[config.mk]
export PLATFORM = sky130hd
export DESIGN_NAME = next_pc_gen
export DESIGN_NICKNAME = d
export VERILOG_FILES = /design/src/rtl/next_pc_gen.sv
export SDC_FILE = /design/constraint.sdc
export NUM_CORES = 1
export LEC_CHECK = 0
export BUFFER_PORTS_ARGS = -buffer_cell sky130_fd_sc_hd__buf_2
export CAP_MARGIN = 20
export CORE_MARGIN = 1
export CORE_UTILIZATION = 35
export DETAILED_ROUTE_END_ITERATION = 10
export HOLD_SLACK_MARGIN = 0.02
export PLACE_DENSITY_LB_ADDON = 0.05
export SLEW_MARGIN = 20
export SYNTH_ARGS = -nofsm -noshare
export SYNTH_HDL_FRONTEND = slang
export SYNTH_SLANG_ARGS = --single-unit
[constraint.sdc]
create_clock -name clock -period 3.1 [get_ports clock]
set_input_delay 0.465 -clock clock [delete_from_list [all_inputs] [get_ports clock]]
set_output_delay 0.465 -clock clock [all_outputs]
set_load 0.01 [all_outputs]
[src/rtl/next_pc_gen.sv]
// Fetch sequencer closing the loop with the external PC register: fetches the word at PC,
// presents it to decode, and returns the next PC (hold, +STEP, or branch redirect).
module next_pc_gen #(
  parameter logic [15:0] STEP     = 16'd4,
  parameter logic [15:0] RESET_PC = 16'h0000
) (
  input  logic        clock,
  input  logic        reset,
  input  logic [15:0] PC,
  output logic [15:0] nextPC,
  output logic        imem_req,
  output logic [15:0] imem_addr,
  input  logic        imem_ready,
  input  logic [15:0] imem_rdata,
  output logic [15:0] instr,
  output logic        instr_valid,
  input  logic        instr_accept,
  input  logic        stall,
  input  logic        branch_taken,
  input  logic [15:0] branch_target
);

  typedef enum logic [1:0] {
    ST_RST  = 2'd0,
    ST_REQ  = 2'd1,
    ST_HOLD = 2'd2
  } state_t;

  state_t      state_q, state_d;
  logic [15:0] instr_q, instr_d;
  logic        instr_valid_q, instr_valid_d;
  logic        redir_pend_q, redir_pend_d;
  logic [15:0] redir_pc_q, redir_pc_d;
  logic [15:0] next_pc;
  logic        req;

  always_comb begin
    state_d       = state_q;
    instr_d       = instr_q;
    instr_valid_d = instr_valid_q;
    redir_pend_d  = redir_pend_q;
    redir_pc_d    = redir_pc_q;
    next_pc       = PC;
    req           = 1'b0;

    case (state_q)
      ST_RST: begin
        next_pc = RESET_PC;
        state_d = ST_REQ;
      end

      ST_REQ: begin
        req = 1'b1;
        if (imem_ready) begin
          // A redirect seen during this fetch makes the returned word stale.
          if (redir_pend_q || branch_taken) begin
            next_pc      = branch_taken ? branch_target : redir_pc_q;
            redir_pend_d = 1'b0;
          end else begin
            instr_d       = imem_rdata;
            instr_valid_d = 1'b1;
            state_d       = ST_HOLD;
          end
        end else if (branch_taken) begin
          redir_pend_d = 1'b1;
          redir_pc_d   = branch_target;
        end
      end

      ST_HOLD: begin
        if (branch_taken) begin
          next_pc       = branch_target;
          instr_valid_d = 1'b0;
          state_d       = ST_REQ;
        end else if (instr_accept && !stall) begin
          next_pc       = PC + STEP;
          instr_valid_d = 1'b0;
          state_d       = ST_REQ;
        end
      end

      default: state_d = ST_RST;
    endcase

    if (reset) begin
      next_pc = RESET_PC;
      req     = 1'b0;
    end
  end

  always_ff @(posedge clock) begin
    if (reset) begin
      state_q       <= ST_RST;
      instr_q       <= 16'h0000;
      instr_valid_q <= 1'b0;
      redir_pend_q  <= 1'b0;
      redir_pc_q    <= 16'h0000;
    end else begin
      state_q       <= state_d;
      instr_q       <= instr_d;
      instr_valid_q <= instr_valid_d;
      redir_pend_q  <= redir_pend_d;
      redir_pc_q    <= redir_pc_d;
    end
  end

  assign nextPC      = next_pc;
  assign imem_req    = req;
  assign imem_addr   = PC;
  assign instr       = instr_q;
  assign instr_valid = instr_valid_q;

endmodule

==> run summary, run 1 <==
Status: finished clean
R2R Setup Slk: 0.99 ns
FMAX: 365 MHz
CP Launch Type: flop
CTS sink cnt: 36
Post-cts resize count: 0
Row Count: 31
# H-tree levels: 2
Initial antenna violation count: 0
CTS root buf: clkbuf_8
Fin Setup TNS: 0 ns
Crit path largest cell delay: 0.67 ns
CP max stage cell: dfxtp_1
CTS tree: built
Async set-reset flop share out of synthesis: 0%
Post-Syn Area: 0.00275 sq mm
Initial DRC Count: 181
Mapped Cells: 381
Peak VDD IR: 0.179 mV
Final std cell area, no fill: 0.00327 sq mm
Max Transition Viols Final: 0
Min cycle time layout: 2.74 ns
Port-buffer cells: 103
Unrepaired setup endpoints after global routing: no
# diodes: 0
Chip Height: 90.7 um
PwrDens: 372 mW/mm^2
Core area: 0.00741 sq mm
Max cap viols: 0
First-pass GRT wire length: 14.0 mm
Synth-to-Final Area Change: 18.8%
Crit path capture type: primary output
First-pass iteration count of the detailed router: 5
Post-synth cell types: 63
Initial core utilization: 37.2%
Placed cell area: 0.00316 sq mm
Top FF cell, synth: dfxtp_1
HP Class: input pin to flop
Drt total wl: 9.07 mm
Mean Syn Cell Area: 7.22 sq um
Hold buffers post-CTS: 0
Relative slew slack: 44.9%
Buf/Inv on CP: 1
Clock Path Buffers: 2
Gpl congestion: 0.858
Worst-skew pair later-pin latency: 0.29 ns
Via-to-Cell Ratio: 5.48
Clk slew on worst S/H paths: 0.08 ns
Layout Nets: 506
Crit Path Class: flop to primary output
Grt total ovfl: 0
Worst Clk Skew: 0.00733 ns
Die width: 90.7 um
Post-synthesis sequential area ratio: 26.2%
DRC Markers: 0
Worst slew pin tran: 0.824 ns
Total CTS buffers: 5
Fill count: 796
Final worst-path cycle share: 88.4%
CP Max Fanout: 15
Ys Warns: 0
Layout cells sized above 1: 29.0%
Final hold slack: 0.402 ns
Final hold vios: 0
Io pins: 104
Die footprint: 0.00822 sq mm
CP arrival: 2.27 ns
Post-synth EDFFs: 0
Cell chain of the critical path: nor3b_1, o21ai_0, a2111oi_0, a2111oi_2, buf_2
Vias in the first global route: 2678
Hpwl dp: 6.52 mm
DR WL/cell: 16.5 um
CP top delay family: compound AO/OA/AOI/OAI gates
Vias: 3022
Tot GR Track Use: 21.5%
CP required: 2.63 ns
Syn_nets: 436
Setup-failing EPs final: 0
Lkg Pwr: 1.35 nW
Placement Setup Slack: 0.509 ns
Final WS setup: 0.360 ns
Number of synthesized register bits: 36
Largest net degree at the start of global routing: 55
Number of routed nets with antenna violations: 0
# Post-CTS Setup Buffers: 0
-- sequential cells by signal (all words and copies together), names as in the netlist --
name and cells:
redir_pc_q 16, state_q 2, instr 16, redir_pend_q 1, instr_valid 1
-- cells in the final DEF (no fill, tap or decap), types with 6 or more instances in the layout --
cell type / n
dfxtp_1: 36
o21ai_0: 14
mux2i_1: 8
buf_4: 7
nand2_1: 81
inv_1: 7
nand3_1: 6
a31oi_1: 9
nor2_1: 13
nand3b_1: 9
buf_2: 103
a21oi_1: 52
-- report_power, final --
part	leakage [nW]	switching, W	internal [W]	total [W]
registers	0.292	0.0000129	0.000479	0.000492
logic	0.998	0.000191	0.000123	0.000314
clock network	0.0552	0.000173	0.000239	0.000411
-- path summary, 6_finish.rpt --
check	endpoint	from	cells after the start
worst max-delay path	nextPC[11]	redir_pend_q	5
worst min-delay path	instr[4]	imem_rdata[4]	3
worst max register to register	redir_pc_q[7]	state_q[1]	5
worst min register to register	redir_pc_q[14]	redir_pc_q[14]	2
-- tightest hold or removal path, delay by kind of cell --
kind | cells | cell delay (ns)
buffers and inverters | 1 | 0.09
AND/OR/NAND/NOR | 1 | 0.04
AO/OA/AOI/OAI | 1 | 0.05
-- cells by family after synthesis --
logic type | Yosys count | share of synthesized area (%)
simple gates | 155 | 28.8
compound gates | 120 | 28.2
buf+inv | 55 | 11.4
flops | 36 | 26.2
mux | 10 | 3.73
xor+xnor | 4 | 1.27
fa+ha+maj | 1 | 0.454
-- metal layers --
metal  part of all wire (%)  vias to the layer above  global-route usage, %
li1                       -                     1498                      -
met2                     45                      125                   33.2
met1                     47                     1394                   31.4
met5                      0                        -                      0
met4                   0.72                        0                   4.44
met3                    7.4                        5                   3.20
-- through the flow --
step                total power [W]  std cells  utilization (%)
finish                      0.00122        551             44.1
global route                0.00128        551             44.1
CTS                         0.00123        551             44.1
detailed placement         0.000814        543             42.7
global placement           0.000812        543             42.7
floorplan                  0.000704        381                -
-- final cells by class --
type	count	area (sq um)	share of cell area, %
Clock buffer	6	72.6	2.22
Clock inverter	2	35.0	1.07
Inverter	8	30.0	0.918
Multi-Input combinational cell	290	1720	52.6
Sequential cell	36	721	22.0
Tap cell	99	124	3.79
Timing Repair Buffer	110	568	17.4
-- Yosys cell counts, types with 4 or more instances --
master | instances | area share (%)
a31oi_1 | 9 | 2.0
nand3_1 | 6 | 1.1
o32ai_1 | 5 | 1.6
nand3b_1 | 9 | 2.5
buf_2 | 16 | 2.9
dfxtp_1 | 36 | 26
and2_1 | 4 | 0.91
or2_2 | 4 | 0.91
nor3_1 | 5 | 0.91
o221ai_1 | 4 | 1.3
o21ai_0 | 14 | 2.5
clkbuf_1 | 8 | 1.1
a21oi_1 | 52 | 9.5
nor2_1 | 13 | 1.8
nor2b_1 | 5 | 1.1
mux2i_1 | 8 | 2.9
nand4_1 | 5 | 1.1
inv_1 | 7 | 0.95
nor4_1 | 4 | 0.91
buf_4 | 21 | 5.7
nand2_1 | 81 | 11
o22a_1 | 5 | 1.6
Power figures use the tool's default switching activity.
==> run 2: changes to the inputs <==
Settings changed: GPL_TIMING_DRIVEN set to 0.
==> run 2 against run 1 <==
Effect of this change:
- clock power down 15%
- sequential share of layout area down 1.2 points
- critical endpoint is now nextPC[4]
- core utilization up 2.6 points
- die area unchanged
- global-route usage up 1.6 points
- clock skew down 0.0016 ns
- worst hold slack worse by 0.0049 ns
- sequential power down 1%
- critical path depth up 2
- design area up 6.0%
- fmax up 6.5%
==> run summary, run 2 (synthesis gave the netlist of run 1 again) <==
Layout cells sized above 1: 32.6% (+3.6 points)
Status: finished clean
Largest net degree at the start of global routing: 14 (-75%)
Vias in the first global route: 2773 (+3.5%)
Die width: 90.7 um (unchanged)
Worst-skew pair later-pin latency: 0.29 ns (about the same)
Unrepaired setup endpoints after global routing: no
Met1 GRT Util: 33.4% (+2.0 points)
Vias: 3203 (+6.0%)
Initial core utilization: 37.2% (unchanged)
Hold buffers post-CTS: 0 (unchanged)
Max cap viols: 0 (unchanged)
Met3 usage: 3.87% (+0.67 points)
Via-to-Cell Ratio: 5.46 (-0.51%)
CP Launch Type: flop
Max Transition Viols Final: 0 (unchanged)
Met2 Use GR: 35.5% (+2.3 points)
Tot GR Track Use: 23.1% (+1.6 points)
CP arrival: 2.11 ns (-0.16 ns)
Final hold vios: 0 (unchanged)
CTS sink cnt: 36 (unchanged)
Clock Path Buffers: 2 (unchanged)
Worst slew pin tran: 0.553 ns (-0.271 ns)
Initial antenna violation count: 0 (unchanged)
Placement Setup Slack: 0.568 ns (+0.0587 ns)
CP required: 2.63 ns (about the same)
Relative slew slack: 62.2% (+17 points)
Worst Clk Skew: 0.00574 ns (-0.00159 ns)
Die footprint: 0.00822 sq mm (unchanged)
First-pass GRT wire length: 15.2 mm (+8.1%)
Final WS setup: 0.528 ns (+0.168 ns)
Total CTS buffers: 5 (unchanged)
Synth-to-Final Area Change: 25.9%
Fin Setup TNS: 0 ns (unchanged)
Initial DRC Count: 231 (+28%)
DR WL/cell: 16.6 um (+1.1%)
CTS tree: built
Core area: 0.00741 sq mm (unchanged)
Commonest non-fill, non-tap cell in the layout: buf_2
# Post-CTS Setup Buffers: 0 (unchanged)
Final worst-path cycle share: 83.0% (-5.4 points)
Grt total ovfl: 0 (unchanged)
PwrDens: 342 mW/mm^2 (-8.0%)
FMAX: 389 MHz (+6.5%)
Min cycle time layout: 2.57 ns (-0.168 ns)
Setup-failing EPs final: 0 (unchanged)
Post-cts resize count: 0 (unchanged)
First-pass iteration count of the detailed router: 5 (unchanged)
Crit path capture type: primary output
Io pins: 104 (unchanged)
# H-tree levels: 2 (unchanged)
Drt total wl: 9.77 mm (+7.7%)
Peak VDD IR: 0.192 mV (+7.2%)
Gpl congestion: 0.887 (+3.4%)
HP Class: input pin to flop
Crit Path Class: flop to primary output
# diodes: 0 (unchanged)
Number of routed nets with antenna violations: 0 (unchanged)
DRC Markers: 0 (unchanged)
Hpwl dp: 7.40 mm (+13%)
Clk slew on worst S/H paths: 0.08 ns (about the same)
Most crowded layer after global routing: met2
Leading cell types in the layout, fill and taps excluded: buf_2 (115), nand2_1 (81), a21oi_1 (52)
Lkg Pwr: 1.46 nW (+8.9%)
Port-buffer cells: 99 (-3.9%)
Row Count: 31 (unchanged)
Layout Nets: 542 (+7.1%)
CTS root buf: clkbuf_8
Chip Height: 90.7 um (unchanged)
CP Max Fanout: 10 (-5)
run 2: where the power goes:
| part | total [W] | leakage, nW | internal [W] | switching [W] |
|---|---|---|---|---|
| Combinational | 0.000347 | 1.13 | 0.000142 | 0.000205 |
| Sequential | 0.000487 | 0.292 | 0.000479 | 0.00000838 |
| Clock | 0.000351 | 0.0404 | 0.000159 | 0.000192 |
run 2: layout make-up:
type | count | area (sq um)
tap | 99 | 124
fill | 795 | 3940
buffer | 47 | 283
inverter | 8 | 30.0
clock inverter | 3 | 23.8
multi-input combinational | 290 | 1720
timing repair buffer | 99 | 495
clock buffer | 5 | 68.8
sequential | 36 | 721
run 2: worst paths after layout:
path                  start   endpoint  slack (ns)  cells past startpoint
max            redir_pend_q  nextPC[4]        0.53                      7
min          imem_rdata[10]  instr[10]        0.40                      3
max reg2reg      state_q[0]  instr[12]        1.26                      6
min reg2reg        instr[5]   instr[5]        0.45                      2
run 2: stage by stage:
step | util, % | hold slack (ns) | cell area (sq um) | power [W] | instances
2_1_floorplan | - | 0.431 | 2750 | 0.000704 | 381
3_3_place_gp | 45.5 | 0.438 | 3370 | 0.000840 | 579
3_5_place_dp | 45.5 | 0.443 | 3370 | 0.000842 | 579
4_1_cts | 46.8 | 0.393 | 3460 | 0.00119 | 587
5_1_grt | 46.8 | 0.396 | 3460 | 0.00125 | 587
6_report | 46.8 | 0.397 | 3460 | 0.00119 | 587
run 2: layer usage:
layer | share of wire [%] | vias up
met5 | 0 | -
met4 | 1.2 | 0
met3 | 7.0 | 17
met2 | 44 | 147
met1 | 48 | 1465
li1 | - | 1574
run 2: worst max-delay path: stages, from the launching register on:
cell	delay [ns]
dfxtp_1	0.39
buf_2	0.22
buf_4	0.20
nor2_1	0.06
o21ai_0	0.19
a31oi_1	0.12
nor4_1	0.42
buf_2	0.21
==> run 3: changes to the inputs <==
Clock period 3.1 ns to 2.2 ns, I/O delays scaled along.
==> run 3 against run 2 <==
Effect of this change:
- the run now ends with setup timing left
- die area did not move
- design area rose by 5.6%
- clock-buffer cell count did not move
- highest routed layer unchanged
- largest cell class unchanged
- critical endpoint is now nextPC[13]
- largest power group unchanged
==> run summary, run 3 (synthesis gave the netlist of run 1 again) <==
Crit path from: state_q[1]
Hpwl dp: 7.40 mm (unchanged)
Grt total ovfl: 0 (unchanged)
Gpl congestion: 0.887 (unchanged)
Initial core utilization: 37.2% (unchanged)
Final worst-path cycle share: 100%
Layout cells sized above 1: 37.1% (+4.5 points)
Row Count: 31 (unchanged)
Min-delay src: imem_rdata[10]
Relative slew slack: 62.2% (about the same)
Crit path capture type: primary output
FMAX: 453 MHz
CTS tree: built
Die footprint: 0.00822 sq mm (unchanged)
Clock Path Buffers: 2 (unchanged)
Worst hold stages: 3 (unchanged)
Vias in the first global route: 2832 (+2.1%)
Placed cell area: 0.00337 sq mm (unchanged)
Via-to-Cell Ratio: 5.39 (-1.2%)
Fin Setup TNS: -0.0145 ns (-0.0145 ns)
Multi-input gate area: 0.00182 sq mm (+5.9%)
Fill count: 786 (-1.1%)
CTS sink cnt: 36 (unchanged)
Synth-to-Final Area Change: 32.9%
Worst slew pin tran: 0.567 ns (+0.0135 ns)
P_int: 0.00111 W (+43%)
First-pass GRT wire length: 15.3 mm (+1.0%)
Final hold vios: 0 (unchanged)
Clk slew on worst S/H paths: 0.09 ns (about the same)
Status: finished with violations
CP Launch Type: flop
DRC Markers: 0 (unchanged)
Total CTS buffers: 5 (unchanged)
Initial DRC Count: 197 (-15%)
CP required: 1.87 ns (-0.76 ns)
Clock group share of total power: 29.1% (-0.5 points)
Core area: 0.00741 sq mm (unchanged)
# diodes: 0 (unchanged)
Lkg Pwr: 1.55 nW (+5.9%)
Switching part of the total power: 34.5% (+0.24 points)
DR WL/cell: 16.7 um (+0.52%)
Worst Clk Skew: 0.00819 ns (+0.00245 ns)
Layout Nets: 550 (+1.5%)
Vias: 3209 (+0.19%)
Sequential share of power: 40.4% (-0.7 points)
# H-tree levels: 2 (unchanged)
Crit Path Class: flop to primary output
Final hold slack: 0.260 ns (-0.137 ns)
CP Max Fanout: 6 (-4)
Number of routed nets with antenna violations: 0 (unchanged)
Commonest non-fill, non-tap cell in the layout: buf_2
Chip Height: 90.7 um (unchanged)
Largest net degree at the start of global routing: 14 (unchanged)
PwrDens: 465 mW/mm^2 (+36%)
Combinational share of power: 30.5% (+1.2 points)
Storage cell area: 726 sq um (+0.69%)
Psw: 0.000586 W (+44%)
Worst-skew pair later-pin latency: 0.30 ns (about the same)
CTS root buf: clkbuf_8
Min cycle time layout: 2.21 ns
Worst R2R Start: state_q[0]
Max Transition Viols Final: 0 (unchanged)
Violated checks: setup timing
Peak VDD IR: 0.275 mV (+43%)
Unrepaired setup endpoints after global routing: yes
First-pass iteration count of the detailed router: 5 (unchanged)
Io pins: 104 (unchanged)
Setup-failing EPs final: 2 (+2)
Initial antenna violation count: 0 (unchanged)
R2R cell count: 6 (unchanged)
HP Class: input pin to flop
Hold buffers post-CTS: 0 (unchanged)
Die width: 90.7 um (unchanged)
Leading cell types in the layout, fill and taps excluded: buf_2 (112), nand2_1 (81), a21oi_1 (51)
Max cap viols: 0 (unchanged)
Tot GR Track Use: 23.3% (+0.23 points)
CP arrival: 1.88 ns (-0.23 ns)
Final WS setup: -0.00981 ns (-0.538 ns)
Final std cell area, no fill: 0.00366 sq mm (+5.6%)
Drt total wl: 9.95 mm (+1.9%)
Port-buffer cells: 99 (unchanged)
## run 3: metal layers
metal	wire length (um)	global-route usage, %	up-vias
li1	-	-	1585
met1	4690	33.3	1480
met2	4490	35.7	131
met3	651	4.21	13
met4	123	6.18	0
met5	0	0	-
## run 3: final timing paths
| path | end | slack, ns |
|---|---|---|
| worst max register to register | instr[12] | 0.36 |
| worst min register to register | instr[5] | 0.45 |
| worst max-delay path | nextPC[13] | -0.01 |
| worst min-delay path | instr[10] | 0.26 |
## run 3: stage by stage
stage | worst slack (ns) | cells | power (W) | utilization, %
finish | -0.00981 | 595 | 0.00170 | 49.4
global route | -0.0707 | 595 | 0.00179 | 49.4
CTS | 0.00113 | 590 | 0.00169 | 47.8
detailed placement | -0.0620 | 579 | 0.00119 | 45.5
global placement | -0.0625 | 579 | 0.00118 | 45.5
floorplan | 0.370 | 381 | 0.000992 | -
## run 3: area by class of cell
class	count	area share, %
Sequential cell	36	19.8
Clock inverter	3	0.650
Buffer	47	8.52
Tap cell	99	3.39
Multi-Input combinational cell	290	49.8
Inverter	8	0.821
Clock buffer	5	1.88
Timing Repair Buffer	107	15.1
## run 3: critical path, stage by stage (launching register included)
cell and delay, ns:
dfxtp_2 0.35, buf_6 0.11, or4b_4 0.47, buf_6 0.16, a311oi_2 0.24, a211o_1 0.13, buf_2 0.12
## run 3: power groups by stage
stage	sequential, W	combinational (W)	clock, W
CTS	0.000688	0.000497	0.000507
global route	0.000691	0.000562	0.000536
global placement	0.000701	0.000483	0
finish	0.000688	0.000518	0.000495
detailed placement	0.000702	0.000484	0
floorplan	0.000705	0.000287	0
## run 3: what timing repair did
| action | CTS | global route |
|---|---|---|
| setup endpoints to repair | 15 | 13 |
| pin swaps | 3 | 6 |
| buffers inserted | 3 | 4 |
| resized for setup | 14 | 24 |
| cloned | 0 | 1 |
